===== config.mk =====
export PLATFORM = sky130hd
export DESIGN_NAME = setup_sequencer
export DESIGN_NICKNAME = d
export VERILOG_FILES = /design/src/rtl/setup_sequencer.sv
export SDC_FILE = /design/constraint.sdc
export NUM_CORES = 1
export LEC_CHECK = 0
export BUFFER_PORTS_ARGS = -buffer_cell sky130_fd_sc_hd__buf_2
export CAP_MARGIN = 10
export CELL_PAD_IN_SITES_DETAIL_PLACEMENT = 2
export CELL_PAD_IN_SITES_GLOBAL_PLACEMENT = 2
export CORE_ASPECT_RATIO = 2
export CORE_MARGIN = 5
export CORE_UTILIZATION = 39
export CTS_CLUSTER_DIAMETER = 50
export DETAILED_ROUTE_END_ITERATION = 10
export PLACE_DENSITY = 0.87
export SLEW_MARGIN = 40
export SYNTH_ARGS = -nofsm -noshare
export SYNTH_HDL_FRONTEND = slang
export SYNTH_SLANG_ARGS = --single-unit

===== constraint.sdc =====
create_clock -name clk -period 5.75 [get_ports clk]
set_input_delay 0.2875 -clock clk [delete_from_list [all_inputs] [get_ports clk]]
set_output_delay 0.2875 -clock clk [all_outputs]
set_load 0.01 [all_outputs]

===== src/rtl/setup_sequencer.sv =====
// Power-up sequencer: one-cycle start pulse per channel, each fired a configurable
// number of counting edges after the previous one, with hold, rearm and repeat.
module setup_sequencer #(
  parameter int unsigned                  CHANNELS = 4,
  parameter int unsigned                  CNT_W    = 32,
  parameter logic [CHANNELS*CNT_W-1:0]    DELAY    = {CHANNELS{CNT_W'(32'hFFFF)}},
  parameter bit                           REPEAT   = 1'b0,
  localparam int unsigned                 SW       = (CHANNELS > 1) ? $clog2(CHANNELS) : 1
) (
  input  logic                clk,
  input  logic                reset_n,
  input  logic                hold,
  input  logic                rearm,
  output logic [CHANNELS-1:0] setup_start,
  output logic [SW-1:0]       stage,
  output logic                busy,
  output logic                done
);

  typedef enum logic {StRun, StDone} state_e;

  localparam logic [SW-1:0] LastStage = SW'(CHANNELS - 1);

  state_e                state_q;
  logic [SW-1:0]         stage_q;
  logic [CNT_W-1:0]      cnt_q;
  logic [CHANNELS-1:0]   start_q;
  logic                  busy_q;
  logic                  done_q;

  function automatic logic [CNT_W-1:0] delay_of(input int unsigned k);
    return DELAY[k*CNT_W +: CNT_W];
  endfunction

  always_ff @(posedge clk) begin
    if (!reset_n || rearm) begin
      // rearm restarts exactly like reset release; issued pulses are left alone
      state_q <= StRun;
      stage_q <= '0;
      cnt_q   <= delay_of(0);
      start_q <= '0;
      done_q  <= 1'b0;
      busy_q  <= 1'b1;
    end else if (state_q == StDone) begin
      start_q <= '0;
      done_q  <= 1'b1;
      busy_q  <= 1'b0;
    end else if (hold) begin
      start_q <= '0;
      done_q  <= 1'b0;
    end else if (cnt_q > CNT_W'(1)) begin
      cnt_q   <= cnt_q - CNT_W'(1);
      start_q <= '0;
      done_q  <= 1'b0;
    end else begin
      // cnt of 0 or 1 fires, so a zero delay field acts as one
      start_q <= CHANNELS'(1) << stage_q;
      if (stage_q != LastStage) begin
        stage_q <= stage_q + 1'b1;
        cnt_q   <= delay_of(int'(stage_q) + 1);
        done_q  <= 1'b0;
      end else if (REPEAT) begin
        stage_q <= '0;
        cnt_q   <= delay_of(0);
        done_q  <= 1'b1;
      end else begin
        state_q <= StDone;
        done_q  <= 1'b1;
        busy_q  <= 1'b0;
      end
    end
  end

  assign setup_start = start_q;
  assign stage       = stage_q;
  assign busy        = busy_q;
  assign done        = done_q;

endmodule


==> impl_results.md <==
* Async set or reset register ratio after synthesis at 0%
* Worst path bufs/invs at 0
* Detailed placement HPWL at 5036 microns
* Layout area overhead at 9.733%
* Chip height at 115.2 microns
* CTS Root Cell: clkbuf_8
* Max-cap violations at 0
* I/O pin total at 12
* Inserted Clock Buffers at 5
* Worst path slowest cell: o21ai_2
* Worst Path Arrival at 3130 ps
* Worst slew pin tran at 818.2 ps
* Largest net degree at the start of global routing at 18
* Number of DRC markers in iteration 0 at 70
* Die X at 62.62 microns
* Synth top area cells: dfxtp_1 (37%), nor2_1 (6.4%), nand2_1 (4.7%), nand3_1 (3.7%), xnor2_1 (3.7%)
* Final Slew Violations at 0
* Total GRT Usage at 20.20%
* Setup TNS at 0 ps
* Yosys top cell by area: dfxtp_1
* Resize count post-CTS at 0
* Worst setup EP type: register
* CP Class: reg2reg
* Syn_nets at 273
* Routed vias/inst at 6.113
* Final nets at 282
* Total wire length at 6718 microns
* Post-DP Area at 2258 sq um
* Number of diodes at 0
* Startpoint types: register
* M2 GR Usage at 38.78%
* Final period util at 50.30%
* CTS H-tree lvls at 2
* Avg Inst Size Synth at 8.149 sq um
* Slew HR at 44.95%
* CTS Hold Bufs at 0
* DIE AREA at 7216 sq um
* Min Clock Period, post-route at 2892 ps
* Vias at 2,048
* Crit path largest cell delay at 650 ps
* Post-synthesis cell type count at 50
* Share of post-route cells with drive strength above 1 at 14.55%
* First-pass GRT wire length at 11,450 microns
* DRT Pass-1 Iters at 4
* Fillers at 639
* Max IR drop VDD at 322.6 uV
* Initial antenna violation count at 0
* FMAX at 0.3458 GHz
* RSZ-0062 raised after global routing: false
* Grt total ovfl at 0
* GR Util met1 at 18.64%
* Design area at 2370 sq um
* Hold Crit Class: in2reg
* Initial Utilization at 39.84%
* EDFF count, synth at 0
* Syn Inst Count at 265
* Sequential-to-total area share from yosys stat at 37.08%
* WP data required at 5990 ps
* Crit-path cells: or4_1, nor3_2, nand4_2, o21ai_2, nor3_1, o21ai_1
* Leakage at 0.7948 nW
* Clock sinks at 40
* Total core area at 5420 sq um
* Most frequent cells in the layout: dfxtp_1 (40), nor2_1 (37), nand2_1 (27)
* Site row count at 38
* Worst-Skew Late Latency at 310 ps
* Ys Warns at 0
* Maximum clock path buffer count at 2
* Met3 GRT Util at 4.399%
* GR peak layer: met2
* Vias in the first global route at 2,289
* Yosys reg bits at 40
* Flop-to-flop setup slack at 2860 ps
* Number of port buffers at 11
* Crit path max-delay family: simple AND/OR/NAND/NOR gates
* Pwr per Cell Area at 226.2 nW/um^2
* Fin. Hold Viols at 0
* CTS tree: built
* CTS clk-pin slew, worst paths at 80 ps
* # DRC at 0
* Clock Skew at 6.250 ps
* Antenna viol nets, final at 0
* Worst Path Max Fanout at 15
* Dominant synthesized flop cell: dfxtp_1
* Synth Cell Area at 2160 sq um
* Postcts setup bufs at 0
* Status: finished, final reports clean
* Total chip power at 0.5359 mW
* Hold WS at 328.5 ps
* Top cell type's share of synthesized area at 37.08%
* Post-layout util at 43.72%
* Most common cell after layout, fill and taps aside: dfxtp_1
* Final RePlAce weighted congestion at 0.8181
* Final setup violation count at 0
* DR WL/cell at 20.05 microns
sequential cells by signal (all words and copies together), names as in the netlist:
signal       count
busy             1
cnt_q           32
done             1
setup_start      4
stage            2
worst min-delay path, delay by kind of cell:
kind	cells	cell delay, ps
AOI/OAI and AO/OA	1	90
buffers and inverters	2	150
and+or+nand+nor	1	80
final timing paths:
path,start,endpoint,depth (start not counted)
worst min-delay path,hold,done,4
worst max register to register,cnt_q[11],cnt_q[0],6
worst max-delay path,cnt_q[11],cnt_q[0],6
worst min register to register,busy,busy,2
per-layer routing:
metal  part of all wire (%)  vias up
met5                      0        -
met3                    2.6       25
met4                    4.9        0
met2                     55       35
met1                     37     1009
li1                       -      979
cells by family after synthesis:
logic type	share of synthesized area, %
AND/OR/NAND/NOR	33.89
AO/OA/AOI/OAI	15.01
flip-flops	37.08
buffers and inverters	3.824
XOR/XNOR	6.489
adder cells (fa/ha/maj)	2.318
multiplexers	1.391
through the flow:
step	setup WS, ps	std cells
after floorplan	3421	265
after global placement	2950	327
after detailed placement	2866	327
after CTS	2869	335
after global routing	2647	335
final	2858	335
final cells by class:
type                       count  area, sq um  share of cell area (%)
multi-input combinational    207         1282                   54.12
clock inverter                 3        42.54                   1.795
timing repair buffer          14        77.57                   3.273
inverter                       6        22.52                  0.9504
tap                           60        75.07                   3.168
sequential                    40        800.8                   33.79
clock buffer                   5        68.82                   2.904
synthesized netlist by cell type (2+ instances only):
library cell	count
o21ai_1	5
mux2i_1	3
or4_4	3
nor3b_1	2
nor3_2	2
ha_1	4
xnor2_1	9
nand2_1	27
nor3_1	10
dfxtp_1	40
nor4_4	2
a21oi_1	14
o31ai_1	4
or4_1	2
o41ai_1	3
a31oi_1	2
nand3_1	16
o21ai_0	8
nor4_1	11
nor2_1	37
a311oi_1	2
nor4b_1	3
nor2_2	2
xor2_1	7
clkbuf_1	7
inv_1	6
nand4_1	3
a21oi_2	3
buf_2	2
and3_1	4
or3_1	3
where the power goes:
part | switching, mW | total, mW | internal [mW]
Combinational | 0.0143 | 0.0193 | 0.00499
Sequential | 0.000770 | 0.278 | 0.277
Clock | 0.110 | 0.239 | 0.129
Total | 0.125 | 0.536 | 0.411
(Power assumes the default switching activity.)
